### src/rtl/pipeline_pkg.sv
// ---------------------------------------------------------------------------
// pipeline_pkg : shared pipeline widths and writeback select encodings | rev 1.0
// ---------------------------------------------------------------------------
`default_nettype none

package pipeline_pkg;

  localparam int XLEN       = 32;
  localparam int REG_ADDR_W = 5;

  typedef enum logic [2:0] {
    SRC_ALU    = 3'd0,
    SRC_MEM    = 3'd1,
    SRC_IMM    = 3'd2,
    SRC_PC4    = 3'd3,
    SRC_CSR    = 3'd4,
    SRC_STATUS = 3'd5
  } result_src_e;

  typedef enum logic [1:0] {
    BYTES_WORD  = 2'b00,
    BYTES_BSEXT = 2'b01,
    BYTES_HSEXT = 2'b10,
    BYTES_BZEXT = 2'b11
  } result_bytes_e;

endpackage

`default_nettype wire

### src/rtl/load_extend.sv
// ---------------------------------------------------------------------------
// load_extend : combinational load lane extraction and sign/zero extension | rev 1.0
// ---------------------------------------------------------------------------
`default_nettype none

module load_extend #(
  parameter int XLEN = pipeline_pkg::XLEN
) (
  input  logic [XLEN-1:0]              data,
  input  logic [1:0]                   addr,
  input  pipeline_pkg::result_bytes_e  bytes,
  output logic [XLEN-1:0]              ext
);

  import pipeline_pkg::*;

  logic [XLEN-1:0] byte_sh;
  logic [XLEN-1:0] half_sh;

  // Shift the addressed lane down to bit 0; misaligned halves are not trapped here.
  assign byte_sh = data >> {addr, 3'b000};
  assign half_sh = data >> {addr[1], 4'b0000};

  always_comb begin
    ext = data;
    case (bytes)
      BYTES_BSEXT: ext = {{(XLEN-8){byte_sh[7]}}, byte_sh[7:0]};
      BYTES_HSEXT: ext = {{(XLEN-16){half_sh[15]}}, half_sh[15:0]};
      BYTES_BZEXT: ext = {{(XLEN-8){1'b0}}, byte_sh[7:0]};
      default:     ext = data;
    endcase
  end

endmodule

`default_nettype wire

### src/rtl/writeback_stage.sv
// ---------------------------------------------------------------------------
// writeback_stage : W pipeline register, load capture and result select;
// optional RETIRE_COUNT_EN adds a 64-bit instret counter       | rev 1.0
// ---------------------------------------------------------------------------
`default_nettype none

module writeback_stage #(
  parameter int XLEN       = pipeline_pkg::XLEN,
  parameter int REG_ADDR_W = pipeline_pkg::REG_ADDR_W
) (
  input  logic                  clk,
  input  logic                  rstn,
  input  logic                  stall_w,
  input  logic                  flush_w,
  input  logic                  valid_m,
  input  logic                  reg_write_m,
  input  logic [2:0]            result_src_m,
  input  logic [1:0]            result_bytes_m,
  input  logic [REG_ADDR_W-1:0] rd_m,
  input  logic [XLEN-1:0]       alu_result_m,
  input  logic [XLEN-1:0]       imm_ext_m,
  input  logic [XLEN-1:0]       pc_plus4_m,
  input  logic [XLEN-1:0]       c_reg_data_m,
  input  logic [XLEN-1:0]       status_m,
  input  logic [XLEN-1:0]       dout,
  output logic                  reg_write_w,
  output logic [REG_ADDR_W-1:0] rd_w,
  output logic [XLEN-1:0]       result_w,
  output logic                  valid_w
`ifdef RETIRE_COUNT_EN
  ,output logic [63:0]          instret
`endif
);

  import pipeline_pkg::*;

  logic                  valid_q;
  logic                  reg_write_q;
  logic [2:0]            src_q;
  logic [1:0]            bytes_q;
  logic [REG_ADDR_W-1:0] rd_q;
  logic [XLEN-1:0]       alu_q;
  logic [XLEN-1:0]       imm_q;
  logic [XLEN-1:0]       pc4_q;
  logic [XLEN-1:0]       csr_q;
  logic [XLEN-1:0]       status_q;
  logic [XLEN-1:0]       load_hold;
  logic                  fresh;
  logic [XLEN-1:0]       load_data;
  logic [XLEN-1:0]       load_ext;

  always_ff @(posedge clk or negedge rstn) begin
    if (!rstn) begin
      valid_q     <= 1'b0;
      reg_write_q <= 1'b0;
      src_q       <= '0;
      bytes_q     <= '0;
      rd_q        <= '0;
      alu_q       <= '0;
      imm_q       <= '0;
      pc4_q       <= '0;
      csr_q       <= '0;
      status_q    <= '0;
    end else if (flush_w) begin
      valid_q     <= 1'b0;
      reg_write_q <= 1'b0;
    end else if (!stall_w) begin
      valid_q     <= valid_m;
      reg_write_q <= reg_write_m;
      src_q       <= result_src_m;
      bytes_q     <= result_bytes_m;
      rd_q        <= rd_m;
      alu_q       <= alu_result_m;
      imm_q       <= imm_ext_m;
      pc4_q       <= pc_plus4_m;
      csr_q       <= c_reg_data_m;
      status_q    <= status_m;
    end
  end

  // Memory data is only live in the first W cycle; snapshot it so stalls see a stable value.
  always_ff @(posedge clk or negedge rstn) begin
    if (!rstn) begin
      load_hold <= '0;
      fresh     <= 1'b0;
    end else begin
      if (fresh) load_hold <= dout;
      fresh <= !stall_w && !flush_w;
    end
  end

  assign load_data = fresh ? dout : load_hold;

  load_extend #(.XLEN(XLEN)) u_load_extend (
    .data  (load_data),
    .addr  (alu_q[1:0]),
    .bytes (result_bytes_e'(bytes_q)),
    .ext   (load_ext)
  );

  always_comb begin
    result_w = '0;
    case (src_q)
      SRC_ALU:    result_w = alu_q;
      SRC_MEM:    result_w = load_ext;
      SRC_IMM:    result_w = imm_q;
      SRC_PC4:    result_w = pc4_q;
      SRC_CSR:    result_w = csr_q;
      SRC_STATUS: result_w = status_q;
      default:    result_w = '0;
    endcase
  end

  assign valid_w     = valid_q;
  assign rd_w        = rd_q;
  assign reg_write_w = valid_q & reg_write_q & (rd_q != '0);

`ifdef RETIRE_COUNT_EN
  always_ff @(posedge clk or negedge rstn) begin
    if (!rstn) begin
      instret <= '0;
    end else if (valid_q && !stall_w && !flush_w) begin
      instret <= instret + 64'd1;
    end
  end
`endif

endmodule

`default_nettype wire

### config.mk
export PLATFORM = sky130hd
export DESIGN_NAME = writeback_stage
export DESIGN_NICKNAME = d
export VERILOG_FILES = /design/src/rtl/pipeline_pkg.sv /design/src/rtl/load_extend.sv /design/src/rtl/writeback_stage.sv
export SDC_FILE = /design/constraint.sdc
export NUM_CORES = 1
export LEC_CHECK = 0
export CAP_MARGIN = 40
export CORE_MARGIN = 2
export CORE_UTILIZATION = 45
export DETAILED_ROUTE_END_ITERATION = 8
export PLACE_DENSITY = 0.82
export SLEW_MARGIN = 20
export SYNTH_ARGS = -nofsm -noshare
export SYNTH_HDL_FRONTEND = slang
export SYNTH_HIERARCHICAL = 1
export SYNTH_SLANG_ARGS = --single-unit
export TNS_END_PERCENT = 1
### constraint.sdc
create_clock -name clk -period 2.9 [get_ports clk]
set_input_delay 0.58 -clock clk [delete_from_list [all_inputs] [get_ports clk]]
set_output_delay 0.58 -clock clk [all_outputs]
set_load 0.01 [all_outputs]
==> impl_metrics.json <==
{
  "run_status": "finished, violations left",
  "violations": "negative setup slack",
  "min_path_type": "primary input to asynchronous set/reset pin",
  "antenna_found_initial": 0,
  "startpoint_type": "flip-flop",
  "hold_viol": 0,
  "synth_fp_nets": 981,
  "grt_first_pass_wirelength_mm": 45.0,
  "vias": 7457,
  "grt-ovfl-total": 0,
  "finalMaxSlewViolations": 0,
  "synthCells": 773,
  "p_switching_uw": 2600,
  "synth.most_common_cell": "dfrtp_1",
  "grt_setup_unrepaired": "yes",
  "clock_skew_ns": 0.00425,
  "wl_met1_mm": 12.3,
  "die_area_um2": 23400,
  "p_leak_uw": 0.00605,
  "layout-drive-gt1-share_pct": 32.6,
  "ys_seq_elements": 205,
  "synth_top_area_share_pct": 51.4,
  "htree_levels": 1,
  "slew_headroom_pct": 54.9,
  "p_total_uw": 9010,
  "ys_warn_count": 6,
  "synth-edff-count": 0,
  "worst_slack_ns": -0.551,
  "combPwrFrac_pct": 29.7,
  "hpwl_mm": 21.0,
  "synth_area_leaders": "dfrtp_1, mux2_2, mux2_1, mux2i_1, nand2_1",
  "async_reset_ff_share_pct": 100,
  "wirelength_mm": 29.2,
  "cts_buffers": 23,
  "drt_iter0_drc": 373,
  "ir_worst_vdd_uv": 405,
  "ys_seq_area_share_pct": 51.4,
  "dpl_cell_area_um2": 13200,
  "cts.path.max_buffers": 3,
  "viasPerCell": 5.47,
  "route.detailed.wl_per_inst_um": 21.5,
  "grt_pass1_vias": 7911,
  "clkPwrFrac_pct": 31.1,
  "gr-usage-all-layers_pct": 24.4,
  "crit_fanout": 5,
  "fin_area_um2": 14100,
  "arrival_ns": 2.87,
  "cts.reportedPaths.clkPinSlew_ns": 0.06,
  "ys.flop_type": "dfrtp_1",
  "fmax_ghz": 0.290,
  "clock-sinks": 205,
  "setup_viol": 32,
  "num_antenna_cells": 0,
  "dpl.cell_count": 1315,
  "cts_root_buf": "clkbuf_16",
  "syn_to_final_growth_pct": 41.1,
  "p_int_uw": 6410,
  "min_period_ns": 3.45,
  "worst_setup_path_end_kind": "output port",
  "cts_tree": "done",
  "grt_max_degree": 78,
  "rows": 54,
  "final_cells": 1363,
  "port_buffers": 246,
  "synth.avg_cell_area_um2": 12.9,
  "required_ns": 2.32,
  "core_um2": 21800,
  "initial_core_util_pct": 45.8,
  "whs_ns": 0.0271,
  "timing.final.crit_share_pct": 119,
  "power_density_nw_per_um2": 639,
  "insertion_delay_ns": 0.50,
  "synth_top_area_cell": "dfrtp_1",
  "wl_met2_mm": 13.9,
  "io_pins": 247,
  "worst-setup-path-type": "flip-flop to output port",
  "routabilityCongestion": 0.892,
  "top_layer": "met4",
  "syn_area_um2": 9990,
  "tightestPinTransition_ns": 0.675,
  "switching_share_pct": 28.8,
  "nets": 1278,
  "drtPass1Iterations": 6,
  "drc": 0,
  "seqPwrFrac_pct": 39.2,
  "yosys-top-cells-count": "dfrtp_1, mux2_2, mux2_1, nand2_1, a21oi_1",
  "postCtsHoldBufs": 0,
  "drtAntennaViolNets": 0,
  "maxCapViolations": 0,
  "route.met3.wl_mm": 2.29,
  "die_h_um": 153,
  "die_width_um": 153,
  "synth_cell_type_count": 40
}
stage by stage:
step,worst slack (ns),TNS [ns],util (%)
2_1_floorplan,0.0457,0,-
3_3_place_gp,-0.721,-20.32,60.3
3_5_place_dp,-0.780,-21.36,60.3
4_1_cts,-0.670,-17.23,64.1
5_1_grt,-0.650,-18.15,64.6
6_report,-0.551,-14.78,64.6
kinds of logic (layout without fill, tap and decap cells):
family                 after synthesis  in the layout  share of synthesized area, %
AO/OA/AOI/OAI                      102            102                          7.39
buffers and inverters               63            373                          3.93
flip-flops                         205            205                          51.4
multiplexers                       276            276                          31.0
AND/OR/NAND/NOR                    127            127                          6.28
flip-flops by register name, indices dropped and copies added (netlist names):
signal       flops
csr_q           32
src_q            3
valid_w          1
imm_q           32
pc4_q           32
fresh            1
reg_write_q      1
rd_w             5
status_q        32
load_hold       32
alu_q           32
bytes_q          2
worst max-delay path, stage by stage (launching register included):
cell	delay (ns)
dfrtp_2	0.40
clkbuf_16	0.16
buf_12	0.11
mux2_2	0.34
mux2i_1	0.18
nor2_1	0.08
a221o_1	0.28
mux4_2	0.48
a22o_1	0.19
clkbuf_2	0.14
layer usage:
layer	up-vias	global-route usage, %
met2	246	39.7
li1	3409	-
met3	45	6.86
met4	0	6.13
met1	3757	32.6
met5	-	0
what timing repair did:
| action | in CTS | in global routing |
|---|---|---|
| buffers inserted | 5 | 5 |
| gates resized for setup | 119 | 61 |
| gates cloned | 0 | 1 |
| endpoints found under the setup margin | 32 | 32 |
| pin swaps | 5 | 17 |
placed cells by master, fill, tap and decap left out, types with 5 or more instances in the layout:
cell type / instances
clkbuf_1: 6
buf_2: 17
o221ai_1: 8
a221oi_1: 7
a21oi_2: 5
a221o_1: 7
o21ai_0: 10
clkbuf_16: 24
o221ai_2: 6
nand3_1: 16
nor2_1: 17
mux2_1: 77
a31oi_1: 8
a21oi_1: 22
buf_6: 5
and3_1: 14
clkbuf_2: 13
a211o_1: 16
clkbuf_8: 6
nor3b_1: 10
mux2_4: 23
dfrtp_1: 202
buf_12: 13
buf_4: 69
mux2_2: 143
clkdlybuf4s50_1: 213
nand2_1: 56
mux2i_1: 27
a21oi_4: 6
power by group through the flow:
stage                     Clock, µW  Combinational [µW]  Sequential [µW]
after global routing           2970                2860             3580
after global placement            0                2530             3550
final                          2800                2670             3530
after detailed placement          0                2570             3580
after floorplan                   0                1420             3460
after CTS                      2850                2610             3530
layout make-up:
class                      instances  area [µm²]
timing repair buffer             334        3180
clock buffer                      34         667
inverter                           1        3.75
clock inverter                     4        51.3
fill                            1641        7740
sequential                       205        5140
tap                              280         350
multi-input combinational        505        4700
path summary, 6_finish.rpt:
| kind | startpoint | to | slack (ns) | depth (start not counted) |
|---|---|---|---|---|
| worst max-delay path | fresh$_DFF_PN0_ | result_w[0] | -0.55 | 9 |
| worst min-delay path | rstn | valid_w$_DFFE_PN0P_ | 0.03 | 1 |
| worst max register to register | src_q[0]$_DFFE_PN0P_ | src_q[0]$_DFFE_PN0P_ | 1.36 | 3 |
| worst min register to register | alu_q[13]$_DFFE_PN0P_ | alu_q[13]$_DFFE_PN0P_ | 0.48 | 1 |
| max in group asynchronous | rstn | fresh$_DFF_PN0_ | 2.06 | 2 |
| min in group clk | alu_q[13]$_DFFE_PN0P_ | alu_q[13]$_DFFE_PN0P_ | 0.48 | 1 |
(Power assumes the default switching activity.)
==> variant, RTL diff (config.mk and constraints unchanged) <==
The package constant `REG_ADDR_W` goes from 5 to 6.
--- a/src/rtl/pipeline_pkg.sv
+++ b/src/rtl/pipeline_pkg.sv
@@ -6,7 +6,7 @@
 package pipeline_pkg;
 
   localparam int XLEN       = 32;
-  localparam int REG_ADDR_W = 5;
+  localparam int REG_ADDR_W = 6;
 
   typedef enum logic [2:0] {
     SRC_ALU    = 3'd0,
Interface: changed (resized rd_m and rd_w); port bits go from 247 to 249. No check against the original RTL was run, so the function may have changed too.
==> variant against the original RTL <==
  * The run still ends with negative setup slack left
  * Sequential share of layout area fell by 0.16 points
  * Register-to-register slack improved by 0.09 ns
  * Global-route usage barely moved
  * Count of clock-buffer cells in the layout rose by 2
  * Total power rose by 0.46%
  * Combinational power rose by 4%
  * Critical path depth rose by 2
  * Final area rose by 0.91%
  * Setup slack got worse by 0.0087 ns
  * Area after synthesis rose by 1.6%
  * Sequential cell count rose by 1
  * Wire length barely moved
  * Core utilization rose by 0.18 points
  * Critical path type unchanged
  * Largest cell class unchanged
==> variant: results (changes against the original RTL) <==
Placed design
  • HPWL Detailed: 20.9 mm (-0.66%)
  • Pre-CTS WS: -0.889 ns (-0.109 ns)
  • Area after DPL: 13200 µm² (+0.49%)
  • Port Buffers: 248 (+0.81%)

Finish
  • Multi-input combinational area share: 33.5% (+0.088 points)
  • Antenna Cells: 3 (+3)
  • Clock buffers and inverters, area share: 4.89% (-0.21 points)
  • Nonclk buf count: 337 (+0.90%)
  • Share of post-route cells with drive strength above 1: 40.9% (+8.3 points)
  • Share of the core filled with cells: 64.7% (+0.18 points)
  • NonClk Buf Share: 22.8% (+0.26 points)
  • # nets final: 1272 (-0.47%)
  • Fin area: 14200 µm² (+0.91%)
  • Filler Cell Count: 1630 (-0.67%)

Global route
  • Pin count of the biggest net entering global routing: 73 (-6.4%)
  • Global routing usage on met1: 33.2% (+0.60 points)
  • Global Route met3 Usage: 6.19% (-0.67 points)
  • Vias in the first global route: 7821 (-1.1%)
  • Routing usage on met2: 39.0% (-0.68 points)
  • Initial antenna violation count: 4 (+4)
  • Global-route wire length before repair: 45.0 mm (about the same)

Route
  • Wire length on met2: 13.6 mm (-2.6%)
  • Vias: 7462 (+0.067%)
  • DR pass1 iterations: 5 (-1)
  • Final WL: 29.3 mm (about the same)
  • Total length of routed met3 wires: 2.11 mm (-7.7%)

Setup path
  • R2R cell count: 6 (+3)
  • Worst-path fanout max: 8 (+3)
  • Crit path capture: result_w[11]
  • Worst EP arrival: 2.88 ns (about the same)
  • RR Endpoint: load_hold[19]$_DFF_PN0_

STA
  • Final worst clock skew: 0.00262 ns (-0.00163 ns)
  • Final setup fails: 32 (unchanged)
  • Slew headroom: 58.5% (+3.6 points)
  • PnR worst setup slack: -0.559 ns (-0.00869 ns)

Logic synthesis
  • Synth top cells by count: 241 x mux2_2, 206 x dfrtp_1, 46 x nand2_1
  • Mux cell area share after synthesis: 31.0% (about the same)
  • Net count after synthesis: 968 (-1.3%)
  • Synth Area in Compound Gates: 7.27% (-0.12 points)
  • Mean Syn Cell Area: 13.4 µm² (+3.5%)
  • Register area share after synthesis: 50.8% (-0.58 points)

Clock tree
  • Resized Gates After CTS: 162 (+36%)
  • Post-CTS Setup Inserts: 6 (+1)

Pwr
  • Net Sw Frac: 29.1% (+0.28 points)
  • Sequential power share: 39.0% (-0.2 points)
  • Comb power frac: 30.8% (+1.1 points)
  • VDD IR-drop max: 0.000451 V (+11%)

Status
  • Failing checks: negative setup slack
  • Status: finished, violations left
variant: cell types whose count changed in the layout (fill, tap and decap cells not counted), moves of 11 or more:
cell      unedited run  this run
a21oi_1             22         7
mux2_2             143       224
nand2_1             56        45
mux2_1              77         2
clkbuf_2            13         1
variant: worst min path at each step:
stage / end / startpoint / cells after the start
floorplan: alu_q[0]$_DFFE_PN0P_ / rstn / 0
global placement: csr_q[21]$_DFFE_PN0P_ / csr_q[21]$_DFFE_PN0P_ / 1
detailed placement: alu_q[18]$_DFFE_PN0P_ / alu_q[18]$_DFFE_PN0P_ / 1
CTS: rd_w[0]$_DFFE_PN0P_ / rstn / 1
global route: rd_w[3]$_DFFE_PN0P_ / rstn / 1
finish: rd_w[3]$_DFFE_PN0P_ / rstn / 1
